[config.mk]
export PLATFORM = sky130hd
export DESIGN_NAME = hi_lo_unit_flat
export DESIGN_NICKNAME = d
export VERILOG_FILES = /design/src/rtl/hi_lo_unit_if.sv /design/src/rtl/hi_lo_unit.sv /design/src/flat_wrapper.sv
export SDC_FILE = /design/constraint.sdc
export NUM_CORES = 1
export LEC_CHECK = 0
export BUFFER_PORTS_ARGS = -buffer_cell sky130_fd_sc_hd__buf_2
export CORE_AREA = 2 2 115 117
export DETAILED_ROUTE_END_ITERATION = 7
export DIE_AREA = 0 0 117 119
export GPL_ROUTABILITY_DRIVEN = 0
export HOLD_SLACK_MARGIN = 0.15
export PLACE_DENSITY = 0.8
export SETUP_SLACK_MARGIN = 0.5
export SLEW_MARGIN = 20
export SYNTH_ARGS = -nofsm -noshare
export SYNTH_HDL_FRONTEND = slang
export SYNTH_SLANG_ARGS = --single-unit
[constraint.sdc]
create_clock -name clk -period 3.4 [get_ports clk]
set_input_delay 0 -clock clk [delete_from_list [all_inputs] [get_ports clk]]
set_output_delay 0 -clock clk [all_outputs]
set_load 0.01 [all_outputs]
[src/rtl/hi_lo_unit_if.sv]
// Pipeline/multiplier-side bundle for the HI/LO unit: MULT request, external
// multiplier hookup, MTHI/MTLO writes and the HI/LO/busy/done results.
interface hi_lo_unit_if #(
  parameter int BitWidth = 32
);
  logic                    start;
  logic                    isUnsigned;
  logic [BitWidth-1:0]     operandA;
  logic [BitWidth-1:0]     operandB;
  logic                    mulEnable;
  logic                    mulUnsigned;
  logic [BitWidth-1:0]     mulA;
  logic [BitWidth-1:0]     mulB;
  logic [2*BitWidth-1:0]   product;
  logic                    writeHi;
  logic                    writeLo;
  logic [BitWidth-1:0]     writeData;
  logic [BitWidth-1:0]     hi;
  logic [BitWidth-1:0]     lo;
  logic                    busy;
  logic                    done;

  modport master (
    output start, isUnsigned, operandA, operandB, product,
           writeHi, writeLo, writeData,
    input  mulEnable, mulUnsigned, mulA, mulB, hi, lo, busy, done
  );

  modport slave (
    input  start, isUnsigned, operandA, operandB, product,
           writeHi, writeLo, writeData,
    output mulEnable, mulUnsigned, mulA, mulB, hi, lo, busy, done
  );
endinterface

[src/rtl/hi_lo_unit.sv]
// Multi-cycle MULT/MULTU sequencer and HI/LO register pair; drives an external
// combinational multiplier for Latency cycles, then captures its product.
module hi_lo_unit #(
  parameter int BitWidth = 32,
  parameter int Latency  = 4
) (
  input logic          clk,
  input logic          rst_n,
  hi_lo_unit_if.slave  bus
);

  typedef enum logic {
    S_IDLE,
    S_BUSY
  } state_t;

  localparam logic [3:0] CntLoad = 4'(Latency - 1);

  state_t                r_state;
  state_t                w_next;
  logic [3:0]            r_cnt;
  logic                  r_unsigned;
  logic [BitWidth-1:0]   r_a;
  logic [BitWidth-1:0]   r_b;
  logic [BitWidth-1:0]   r_hi;
  logic [BitWidth-1:0]   r_lo;
  logic                  r_done;
  logic                  w_cnt_zero;

  assign w_cnt_zero = (r_cnt == 4'd0);

  always_comb begin
    w_next = r_state;
    unique case (r_state)
      S_IDLE: if (bus.start) w_next = S_BUSY;
      S_BUSY: if (w_cnt_zero) w_next = S_IDLE;
      default: w_next = S_IDLE;
    endcase
  end

  always_ff @(posedge clk) begin
    if (!rst_n) begin
      r_state    <= S_IDLE;
      r_cnt      <= '0;
      r_unsigned <= 1'b0;
      r_a        <= '0;
      r_b        <= '0;
      r_hi       <= '0;
      r_lo       <= '0;
      r_done     <= 1'b0;
    end else begin
      r_state <= w_next;
      r_done  <= 1'b0;
      unique case (r_state)
        S_IDLE: begin
          // MTHI/MTLO land even when a multiply starts on the same edge
          if (bus.writeHi) r_hi <= bus.writeData;
          if (bus.writeLo) r_lo <= bus.writeData;
          if (bus.start) begin
            r_unsigned <= bus.isUnsigned;
            r_a        <= bus.operandA;
            r_b        <= bus.operandB;
            r_cnt      <= CntLoad;
          end
        end
        S_BUSY: begin
          if (w_cnt_zero) begin
            r_hi   <= bus.product[2*BitWidth-1:BitWidth];
            r_lo   <= bus.product[BitWidth-1:0];
            r_done <= 1'b1;
          end else begin
            r_cnt <= r_cnt - 4'd1;
          end
        end
        default: ;
      endcase
    end
  end

  assign bus.busy        = (r_state == S_BUSY);
  assign bus.mulEnable   = (r_state == S_BUSY);
  assign bus.mulUnsigned = r_unsigned;
  assign bus.mulA        = r_a;
  assign bus.mulB        = r_b;
  assign bus.hi          = r_hi;
  assign bus.lo          = r_lo;
  assign bus.done        = r_done;

endmodule
[src/flat_wrapper.sv]
// flat-port wrapper written by rule: the top's interface ports become plain ports
module hi_lo_unit_flat 
#(
  parameter int BitWidth = 32,
  parameter int Latency  = 4
)
  (clk, rst_n, bus_start, bus_isUnsigned, bus_operandA, bus_operandB, bus_product, bus_writeHi, bus_writeLo, bus_writeData, bus_mulEnable, bus_mulUnsigned, bus_mulA, bus_mulB, bus_hi, bus_lo, bus_busy, bus_done);
  hi_lo_unit_if #(.BitWidth(BitWidth)) bus_i ();
  input logic clk;
  input logic rst_n;
  input wire logic [$bits(bus_i.start)-1:0] bus_start;
  input wire logic [$bits(bus_i.isUnsigned)-1:0] bus_isUnsigned;
  input wire logic [$bits(bus_i.operandA)-1:0] bus_operandA;
  input wire logic [$bits(bus_i.operandB)-1:0] bus_operandB;
  input wire logic [$bits(bus_i.product)-1:0] bus_product;
  input wire logic [$bits(bus_i.writeHi)-1:0] bus_writeHi;
  input wire logic [$bits(bus_i.writeLo)-1:0] bus_writeLo;
  input wire logic [$bits(bus_i.writeData)-1:0] bus_writeData;
  output wire logic [$bits(bus_i.mulEnable)-1:0] bus_mulEnable;
  output wire logic [$bits(bus_i.mulUnsigned)-1:0] bus_mulUnsigned;
  output wire logic [$bits(bus_i.mulA)-1:0] bus_mulA;
  output wire logic [$bits(bus_i.mulB)-1:0] bus_mulB;
  output wire logic [$bits(bus_i.hi)-1:0] bus_hi;
  output wire logic [$bits(bus_i.lo)-1:0] bus_lo;
  output wire logic [$bits(bus_i.busy)-1:0] bus_busy;
  output wire logic [$bits(bus_i.done)-1:0] bus_done;
  assign bus_i.start = bus_start;
  assign bus_i.isUnsigned = bus_isUnsigned;
  assign bus_i.operandA = bus_operandA;
  assign bus_i.operandB = bus_operandB;
  assign bus_i.product = bus_product;
  assign bus_i.writeHi = bus_writeHi;
  assign bus_i.writeLo = bus_writeLo;
  assign bus_i.writeData = bus_writeData;
  assign bus_mulEnable = bus_i.mulEnable;
  assign bus_mulUnsigned = bus_i.mulUnsigned;
  assign bus_mulA = bus_i.mulA;
  assign bus_mulB = bus_i.mulB;
  assign bus_hi = bus_i.hi;
  assign bus_lo = bus_i.lo;
  assign bus_busy = bus_i.busy;
  assign bus_done = bus_i.done;
  hi_lo_unit #(.BitWidth(BitWidth), .Latency(Latency)) u_core (.clk(clk), .rst_n(rst_n), .bus(bus_i));
endmodule
==> metrics.txt, run 1 <==
root buf cell=clkbuf_16; area share of the leading cell type in the synthesized netlist=47.2%; placed wire-length estimate=11.8 mm; synth top area cells=dfxtp_1 (47%), mux2i_1 (11%), nand2_1 (8.6%); Longest Clk Path Bufs=2; Die Y-Extent=119 um; Syn. warnings=0; EDFF count, synth=0; Halt Stage=4_1_cts; post-CTS setup buffer count=0; Post-Synth Simple-Gate Area=13.5%; Syn Std Cell Area=5720 um^2; Rows=42; ys flop type=dfxtp_1; net count after synthesis=780; asr flop ratio synth=0%; flops & latches, synth=135; number of distinct library cells after synthesis=29; Post-Synth Adder-Cell Area=0.437%; CTS Sinks=135; multiplexer area fraction after synthesis=11.2%; port bufs=297; Post-Place Setup Slack=1120 ps; Die X=117 um; CTS Hold Bufs=214; total CTS buffers=17; syn_area_per_cell=9.35 um^2; main combinational cell family by area after synthesis=compound AO/OA/AOI/OAI gates; Post-synth top cells=dfxtp_1 (135), nand2_1 (131), a21oi_1 (67); outcome=aborted with a tool error; CTS HTree Levels=4; Starting Density=44.4%; most common cell in the synthesized netlist=dfxtp_1; Post-Synth XOR/XNOR Area=0%; area leader, netlist=dfxtp_1; compound-cell area share of the yosys netlist=21.9%; Stop Error=[ERROR RSZ-0060] Max buffer count reached.; share of the yosys chip area belonging to registers=47.2%; Cells after Synth=612; post-cts resize count=0; I/O pins=298; placed insts=1037
[metrics by stage]
step                      cell area (um^2)  util (%)  hold slack, ps
after floorplan                       5720         -             136
after global placement                7220      56.1             240
after detailed placement              7220      56.1             246
[cell families after synthesis]
logic type | Yosys count
and+or+nand+nor | 181
muxes | 64
buffers and inverters | 63
adders and majority gates | 2
AOI/OAI and AO/OA | 167
DFF | 135
==> run 2, diff against run 1 <==
Settings changed: CORE_AREA 2 2 115 117 to default, CORE_MARGIN from default to 2, CORE_UTILIZATION from default to 35, DIE_AREA 0 0 117 119 to default, HOLD_SLACK_MARGIN 0.15 to default, PLACE_DENSITY 0.8 to default, PLACE_DENSITY_LB_ADDON from default to 0.15, SETUP_SLACK_MARGIN 0.5 to default.
==> run 2 against run 1 <==
Compared with the run above:
- the run now ends clean
- synthesized cell count is the same
- synthesized area is the same
==> metrics.txt, run 2 <==
vias=6153; Die X=132 um (+13%); CP endpoint kind=flip-flop; Hold Crit Start=bus_product[27]; initial antenna violation count=1; CTS Sinks=135 (unchanged); Syn. warnings=0 (unchanged); antenna viol nets, final=0; net count after synthesis=780 (unchanged); commonest non-fill, non-tap cells in the layout=buf_2 (297), dlygate4sd3_1 (170), dfxtp_1 (134), nand2_1 (131), a21oi_1 (67); ys flop type=dfxtp_1; final non-filler cell total=1278; Req. time, crit path=3650 ps; highest clock rate=435 MHz; Die Y-Extent=132 um (+11%); most common cell in the synthesized netlist=dfxtp_1; Pins Over Slew Limit=0; I/O pins=298 (unchanged); Clk Latency, worst-skew pair=420 ps; Final period util=67.6%; largest fanout on the critical path=26; hold path depth=3; # setup viols final=0; Rows=46 (+9.5%); Total GRT Usage=23.3%; EDFF count, synth=0 (unchanged); r2r endpoint=u_core.bus.hi[25]; area delta synth->final=67.2%; Register-to-Register Path Depth=6; commonest non-fill, non-tap cell in the layout=buf_2; gr ovfl total=0; vias in the first global route=6267; critical path class=reg -> reg; Post-synth top cells=dfxtp_1 (135), nand2_1 (131), a21oi_1 (67); Longest Clk Path Bufs=2 (unchanged); Worst setup SP type=flip-flop; min-delay worst type=in -> reg; port bufs=297 (unchanged); PwrDens=517 nW/um^2; Slew HR=30.6%; Setup TNS=0 ps; outcome=complete, no violations; flop2flop setup slack=1100 ps; post-CTS setup buffer count=0 (unchanged); Hold Path End=u_core.bus.lo[27]; asr flop ratio synth=0% (unchanged); area share of the leading cell type in the synthesized netlist=47.2% (unchanged); Fin. Hold Viols=0; largest net degree at the start of global routing=80; syn_area_per_cell=9.35 um^2 (unchanged); total CTS buffers=17 (unchanged); placed wire-length estimate=12.0 mm (+1.6%); Starting Density=35.9% (-8.6 points); TritonCTS clock tree=yes; MaxCap Viol Count=0; first-pass GRT wire length=32.8 mm; CTS HTree Levels=4 (unchanged); share of the yosys chip area belonging to registers=47.2% (unchanged); flops & latches, synth=135 (unchanged); Pre-antenna DRT Iters=4; RR Startpoint=u_core.r_cnt[0]; Final nets=1217; maximum vdd ir drop=0.332 mV; area leader, netlist=dfxtp_1; root buf cell=clkbuf_16; DR DRC count=0; clk_skew=5.15 ps; post-cts resize count=0 (unchanged); WP data arrival=2550 ps; number of distinct library cells after synthesis=29 (unchanged); WL/cell=15.8 um; Tot Pwr=4.94 mW; vias per std cell=4.81; share of layout cells above drive strength 1=35.8%; RSZ-0062 raised after global routing=no; initial DRC count=381; Final Routed Wirelength=20.2 mm; min Tclk post-route=2300 ps; synth top area cells=dfxtp_1 (47%), mux2i_1 (11%), nand2_1 (8.6%); Syn Std Cell Area=5720 um^2 (unchanged); Leak=4.56 nW; core area=15900 um^2; placed insts=1076 (+3.8%); Tightest Pin Transition=1040 ps; Cells after Synth=612 (unchanged); Die ar.=17400 um^2; Clock transition at path regs=50 ps; hold_ws=6.56 ps
-- run 2: cell counts after synthesis --
No cell type changed its count.
-- run 2: how the worst max path moves through the flow --
| stage | startpoint | endpoint | slack, ps | cells after the start |
|---|---|---|---|---|
| floorplan | u_core.r_cnt[0] | u_core.bus.lo[18] | 1780 | 7 |
| global placement | u_core.r_cnt[0] | u_core.bus.hi[19] | 1120 | 6 |
| detailed placement | u_core.r_cnt[0] | u_core.bus.hi[25] | 1110 | 6 |
| CTS | u_core.r_cnt[0] | u_core.bus.hi[21] | 1100 | 6 |
| global route | u_core.r_cnt[0] | u_core.bus.hi[25] | 950 | 6 |
| finish | u_core.r_cnt[0] | u_core.bus.hi[25] | 1100 | 6 |
-- run 2: layer usage --
layer	part of all wire (%)	global-route usage, %	vias up	routed length, um
li1	-	-	3021	-
met1	42	27.4	2879	8420
met2	49	39.8	209	9920
met3	6.1	6.46	44	1220
met4	3.0	10.1	0	606
met5	0	0	-	0
-- run 2: timing repair --
action	4_1_cts	5_1_grt
endpoints found under the setup margin	0	0
hold buffers	170	0
hold endpoints to repair	123	0
-- run 2: cell families after synthesis --
logic type	count (synthesis)	synth area share [%]
DFF	135	47.2
and+or+nand+nor	181	13.5
adders and majority gates	2	0.437
buffers and inverters	63	5.77
muxes	64	11.2
AOI/OAI and AO/OA	167	21.9
-- run 2: power breakdown --
| group | switching [mW] | internal (mW) | total [mW] |
|---|---|---|---|
| Clock | 0.671 | 1.15 | 1.82 |
| Sequential | 0.0937 | 1.76 | 1.86 |
| Combinational | 0.651 | 0.615 | 1.27 |
| Total | 1.42 | 3.53 | 4.94 |
-- run 2: layout make-up --
type / count / area (um^2)
Antenna cell: 1 / 2.50
Clock buffer: 23 / 488
Clock inverter: 8 / 96.3
Fill cell: 1357 / 6380
Inverter: 3 / 13.8
Multi-Input combinational cell: 414 / 2700
Sequential cell: 135 / 2710
Tap cell: 216 / 270
Timing Repair Buffer: 478 / 3280
-- run 2: per-stage QoR --
stage               utilization, %  worst slack, ps  cell area [um^2]
global placement              45.6             1120              7270
global route                  60.0              948              9560
finish                        60.0             1100              9560
floorplan                        -             1780              5720
CTS                           60.0             1100              9560
detailed placement            45.6             1110              7270
-- run 2: worst max-delay path: stages (launching register included) --
cell and delay [ps]:
dfxtp_1 340, inv_1 90, ha_1 160, and4bb_4 460
or2_2 690, buf_4 310, a211oi_2 80
No activity file was read; power rests on OpenSTA's default activity.
==> run 3, diff against run 2 <==
Settings changed: ABC_AREA from default to 1.
Clock period 3.4 ns to 2.1 ns, I/O delays scaled along.
==> run 3 against run 2 <==
Compared with the run above:
- first-iteration DRC count fell by 2.9%
- global-route usage rose by 0.22 points
- largest power group unchanged
- final area rose by 3.7%
==> metrics.txt, run 3 <==
initial DRC count=370 (-2.9%); DR DRC count=0 (unchanged); multiplexer area fraction after synthesis=0% (-11 points); core area=16000 um^2 (+0.36%); Post-Synth Adder-Cell Area=0.434% (-0.0031 points); share of layout cells above drive strength 1=26.4% (-9.4 points); placed inst area=7440 um^2 (+2.3%); flops & latches, synth=135 (unchanged); syn_area_per_cell=6.85 um^2 (-27%); clk_skew=9.00 ps (+3.85 ps); Worst setup SP type=flip-flop; Syn. warnings=0 (unchanged); WL/cell=13.7 um (-13%); ys flop type=dfxtp_1; hold path depth=5 (+2); I/O pins=298 (unchanged); highest clock rate=506 MHz (+16%); WP data arrival=2330 ps (-220 ps); post-CTS setup buffer count=0 (unchanged); placed wire-length estimate=12.7 mm (+5.3%); asr flop ratio synth=0% (unchanged); Tot Pwr=7.83 mW (+58%); CTS Sinks=135 (unchanged); share of the yosys chip area belonging to registers=46.9% (-0.34 points); Starting Density=36.0% (+0.13 points); critical path class=reg -> reg; diodes inserted=0 (-1); Cells after Synth=841 (+37%); largest fanout on the critical path=22 (-15%); Post-Synth XOR/XNOR Area=0.152% (+0.15 points); Die X=132 um (+0.35%); first-pass GRT wire length=33.5 mm (+2.0%); commonest non-fill, non-tap cells in the layout=buf_2 (296), nor2_1 (263), nand2_1 (233), dlygate4sd3_1 (191), dfxtp_1 (134); synth top area cells=dfxtp_1 (47%), nor2_1 (17%), nand2_1 (15%); EDFF count, synth=0 (unchanged); Post-synth top cells=nor2_1 (263), nand2_1 (233), dfxtp_1 (135); Register-to-Register Path Depth=7 (+1); Clock transition at path regs=60 ps (about the same); Longest Clk Path Bufs=2 (unchanged); Final period util=94.2% (+27 points); area delta synth->final=72.2%; area leader, netlist=dfxtp_1; Fill cells=1439 (+6.0%); most common cell in the synthesized netlist=nor2_1; outcome=complete, no violations; root buf cell=clkbuf_16; initial antenna violation count=0 (-1); vias in the first global route=7038 (+12%); vias=7063 (+15%); Fin. Hold Viols=0 (unchanged); Pre-antenna DRT Iters=5 (+1); Total GRT Usage=23.5% (+0.22 points); Pins Over Slew Limit=0 (unchanged); RSZ-0062 raised after global routing=no; Syn Std Cell Area=5760 um^2 (+0.72%); Final nets=1474 (+21%); number of distinct library cells after synthesis=17 (-41%); net count after synthesis=1009 (+29%); min Tclk post-route=1980 ps (-320 ps); vias per std cell=4.60 (-4.4%); compound-cell area share of the yosys netlist=6.34% (-16 points); antenna viol nets, final=0 (unchanged); total CTS buffers=17 (unchanged); Rows=46 (unchanged); largest net degree at the start of global routing=63 (-21%); Req. time, crit path=2450 ps (-1200 ps); MaxCap Viol Count=0 (unchanged); gr ovfl total=0 (unchanged); Finished Core Util=62.0% (+2.0 points); Die Y-Extent=132 um (+0.35%); main combinational cell family by area after synthesis=simple AND/OR/NAND/NOR gates; CTS HTree Levels=4 (unchanged); Die ar.=17500 um^2 (+0.70%); commonest non-fill, non-tap cell in the layout=buf_2; PwrDens=789 nW/um^2 (+53%); final non-filler cell total=1535 (+20%); Post-Synth Simple-Gate Area=41.2% (+28 points); # setup viols final=0 (unchanged); TritonCTS clock tree=yes; Tightest Pin Transition=739 ps (-302 ps); maximum vdd ir drop=0.575 mV (+74%); fin area=9920 um^2 (+3.7%); placed insts=1312 (+22%); Leak=5.07 nW (+11%); Final Routed Wirelength=21.0 mm (+4.1%); Setup TNS=0 ps (unchanged); Clk Latency, worst-skew pair=420 ps (about the same); port bufs=297 (unchanged); area share of the leading cell type in the synthesized netlist=46.9% (-0.34 points); CP endpoint kind=flip-flop; min-delay worst type=in -> reg; Slew HR=50.7% (+20 points)
==> run 3: cell types whose count changed after synthesis, sizes merged, moves of 30 or more <==
cell and delta:
nor2 +262, o21ai +36, nand2 +103, mux2i -64
nand3b +64, o211a -30, a211oi -35, a21oi -62
nor3 -35
==> run 3: final timing paths <==
kind                  startpoint             endpoint  slack, ps
max              u_core.bus.busy     u_core.bus.hi[0]        120
max reg2reg      u_core.bus.busy     u_core.bus.hi[0]        120
min reg2reg  u_core.bus.mulA[31]  u_core.bus.mulA[31]        470
min             bus_writeData[1]     u_core.bus.hi[1]          5
==> run 3: critical path, cell delays in order (launching register included) <==
cell	delay [ps]
dfxtp_2	340
inv_2	220
buf_4	330
nand2_1	130
nand2_1	100
dlygate4sd3_1	580
nor2_1	70
nor2_1	120
==> run 3: area by class of cell <==
class	count	area, um^2	share of cell area [%]
clock buffers	21	440	4.44
clock inverters	11	126	1.27
inverters	6	22.5	0.227
repair buffers	504	3570	36.0
flip-flops and latches	135	2700	27.3
multi-input cells	642	2790	28.1
well taps	216	270	2.72
==> run 3: through the flow <==
step           setup WS (ps)  hold WS, ps
3_5_place_dp             410          255
3_3_place_gp             414          249
6_report                 122         5.43
4_1_cts                  181         4.87
5_1_grt                 9.93         43.7
2_1_floorplan            786          164
==> run 3: cells by family (layout without fill, tap and decap cells) <==
group | count (synthesis) | count (layout)
buffers and inverters | 64 | 542
adder cells (fa/ha/maj) | 2 | 2
AND/OR/NAND/NOR | 566 | 566
flip-flops | 135 | 135
XOR/XNOR | 1 | 1
AO/OA/AOI/OAI | 73 | 73
==> run 3: routing by layer <==
layer	vias to the layer above	GRT usage, %	wire, um
li1	3558	-	-
met1	3208	27.4	8720
met2	253	40.5	10100
met3	44	6.11	1480
met4	0	10.9	688
met5	-	0	0
==> run 3: timing repair <==
| item | in CTS | in global routing |
|---|---|---|
| hold buffers | 191 | 0 |
| endpoints found under the hold margin | 129 | 0 |
| gates resized for setup | 0 | 0 |
==> run 3: power breakdown <==
group          leakage [nW]  switching, mW  total, mW  internal, mW
registers              1.12          0.119       2.95          2.83
logic                  3.68           1.03       2.00         0.974
clock network         0.275           1.12       2.87          1.75
total                  5.07           2.27       7.83          5.56
==> run 4, diff against run 3 <==
Settings changed: ABC_AREA 1 to default, SETUP_SLACK_MARGIN from default to 0.02.
Clock period 2.1 ns to 2.14 ns, I/O delays scaled along.
==> run 4 against run 3 <==
Compared with the run above:
- clock power up 5%
- fmax up 0.33%
- cell count down 16%
- first-iteration DRC count down 36%
- combinational power about the same
- via count down 14%
- worst setup slack better by 47 ps
- register-to-register slack better by 50 ps
- final area down 2.5%
- core utilization down 1.3 points
- critical path type unchanged
- critical endpoint is now u_core.bus.lo[24]
- highest routed layer is now met5
==> metrics.txt, run 4 (synthesis results as in run 2) <==
Setup TNS=0 ps (unchanged); final worst setup slack=169 ps (+46.5 ps); antenna viol nets, final=0 (unchanged); Post-Place Setup Slack=328 ps (-81.9 ps); area delta synth->final=69.1%; Die ar.=17400 um^2 (-0.69%); Final Routed Wirelength=19.6 mm (-6.7%); Fill cells=1417 (-1.5%); total CTS buffers=17 (unchanged); core area=15900 um^2 (-0.36%); WP data arrival=2270 ps (-60 ps); placed wire-length estimate=12.4 mm (-1.8%); initial antenna violation count=2 (+2); Clk Latency, worst-skew pair=410 ps (about the same); Leak=4.63 nW (-8.7%); sequential share of power=36.9% (-0.8 points); Slew HR=68.0% (+17 points); Die Y-Extent=132 um (-0.35%); Clk network pwr share=37.8% (+1.1 points); vias in the first global route=6061 (-14%); min Tclk post-route=1970 ps (-6.54 ps); clk_skew=8.31 ps (-0.689 ps); # setup viols final=0 (unchanged); MaxCap Viol Count=0 (unchanged); WL/cell=15.3 um (+12%); Req. time, crit path=2440 ps (about the same); Comb pwr share=25.4% (-0.2 points); maximum vdd ir drop=0.549 mV (-4.6%); highest clock rate=507 MHz (+0.33%); switching pwr=2.22 mW (-2.3%); PwrDens=826 nW/um^2 (+4.7%); RSZ-0062 raised after global routing=no; Register-to-Register Path Depth=5 (-2); largest fanout on the critical path=28 (+27%); Tightest Pin Transition=480 ps (-258 ps); critical path class=reg -> reg; Fin. Hold Viols=0 (unchanged); Starting Density=35.9% (-0.13 points); flop2flop setup slack=170 ps (+50 ps); Clock transition at path regs=50 ps (about the same); DR DRC count=0 (unchanged); post-cts resize count=0 (unchanged); first-pass GRT wire length=31.5 mm (-6.1%); Final nets=1221 (-17%); CTS HTree Levels=4 (unchanged); hold path depth=3 (-2); Rows=46 (unchanged); commonest non-fill, non-tap cell in the layout=buf_2; initial DRC count=236 (-36%); Die X=132 um (-0.35%); Longest Clk Path Bufs=2 (unchanged); outcome=complete, no violations; root buf cell=clkbuf_16; commonest non-fill, non-tap cells in the layout=buf_2 (297), dlygate4sd3_1 (165), dfxtp_1 (134), nand2_1 (131), a21oi_1 (67); Int Pwr=5.78 mW (+4.0%); share of layout cells above drive strength 1=36.6% (+10 points); gr ovfl total=0 (unchanged); CP endpoint kind=flip-flop; CTS Sinks=135 (unchanged); vias per std cell=4.72 (+2.7%); Pins Over Slew Limit=0 (unchanged); port bufs=297 (unchanged); I/O pins=298 (unchanged); min-delay worst type=in -> reg; TritonCTS clock tree=yes; Final period util=92.1% (-2.1 points); Tot Pwr=8.00 mW (+2.1%); Worst setup SP type=flip-flop; largest net degree at the start of global routing=66 (+4.8%); vias=6057 (-14%); Total GRT Usage=22.3% (-1.2 points); switch share=27.7% (-1.3 points); Pre-antenna DRT Iters=5 (unchanged)
-- run 4: cell count changes in the layout (fill, tap and decap cells not counted), moves of 33 or more --
cell      change
nor3_1       +35
nor2_1      -262
o21ai_0      -34
mux2i_1      +64
a21oi_1      +62
a211oi_2     +33
nand2_1     -102
nand3b_1     -64
-- run 4: final timing paths --
path / startpoint / endpoint
worst min register to register: u_core.bus.mulB[14] / u_core.bus.mulB[14]
worst max-delay path: u_core.bus.busy / u_core.bus.lo[24]
worst min-delay path: bus_product[40] / u_core.bus.hi[8]
worst max register to register: u_core.bus.busy / u_core.bus.lo[24]
-- run 4: per-stage QoR --
stage                     std cells  area, um^2  hold slack, ps  utilization [%]
after global routing           1282        9680            6.90             60.7
after floorplan                 612        5720             136                -
after detailed placement       1082        7380             246             46.3
after CTS                      1278        9650            1.04             60.5
after global placement         1082        7380             243             46.3
final                          1282        9680            8.56             60.7
-- run 4: area by class of cell --
cell class / instances / area (um^2) / share of cell area [%]
Timing Repair Buffer: 482 / 3360 / 34.8
Sequential cell: 135 / 2710 / 28.0
Multi-Input combinational cell: 414 / 2700 / 27.9
Clock buffer: 23 / 498 / 5.15
Tap cell: 216 / 270 / 2.79
Clock inverter: 8 / 119 / 1.23
Inverter: 3 / 13.8 / 0.142
Antenna cell: 1 / 2.50 / 0.0259
-- run 4: timing repair --
item | CTS | global route
endpoints found under the hold margin | 121 | 0
hold buffers | 165 | 0
buffers inserted | 0 | 4
endpoints found under the setup margin | 0 | 12
-- run 4: routing by layer --
layer	vias to the layer above	global-route usage [%]	share of wire (%)
li1	3037	-	-
met1	2771	25.9	42
met2	215	38.5	50
met3	32	7.07	6.7
met4	2	8.09	2.2
met5	-	0	0.056
-- run 4: power by group through the flow --
stage | Clock [mW] | Combinational [mW] | Sequential [mW]
2_1_floorplan | 0 | 0.945 | 3.12
3_3_place_gp | 0 | 1.72 | 3.00
3_5_place_dp | 0 | 1.72 | 3.00
4_1_cts | 3.09 | 2.01 | 2.95
5_1_grt | 3.21 | 2.20 | 2.98
6_report | 3.02 | 2.03 | 2.95
-- run 4: worst max-delay path: stages (launching register included) --
cell and delay [ps]:
dfxtp_4 410, buf_4 420, mux2i_1 220, dlygate4sd3_1 560, o21ai_0 90, o211a_1 150
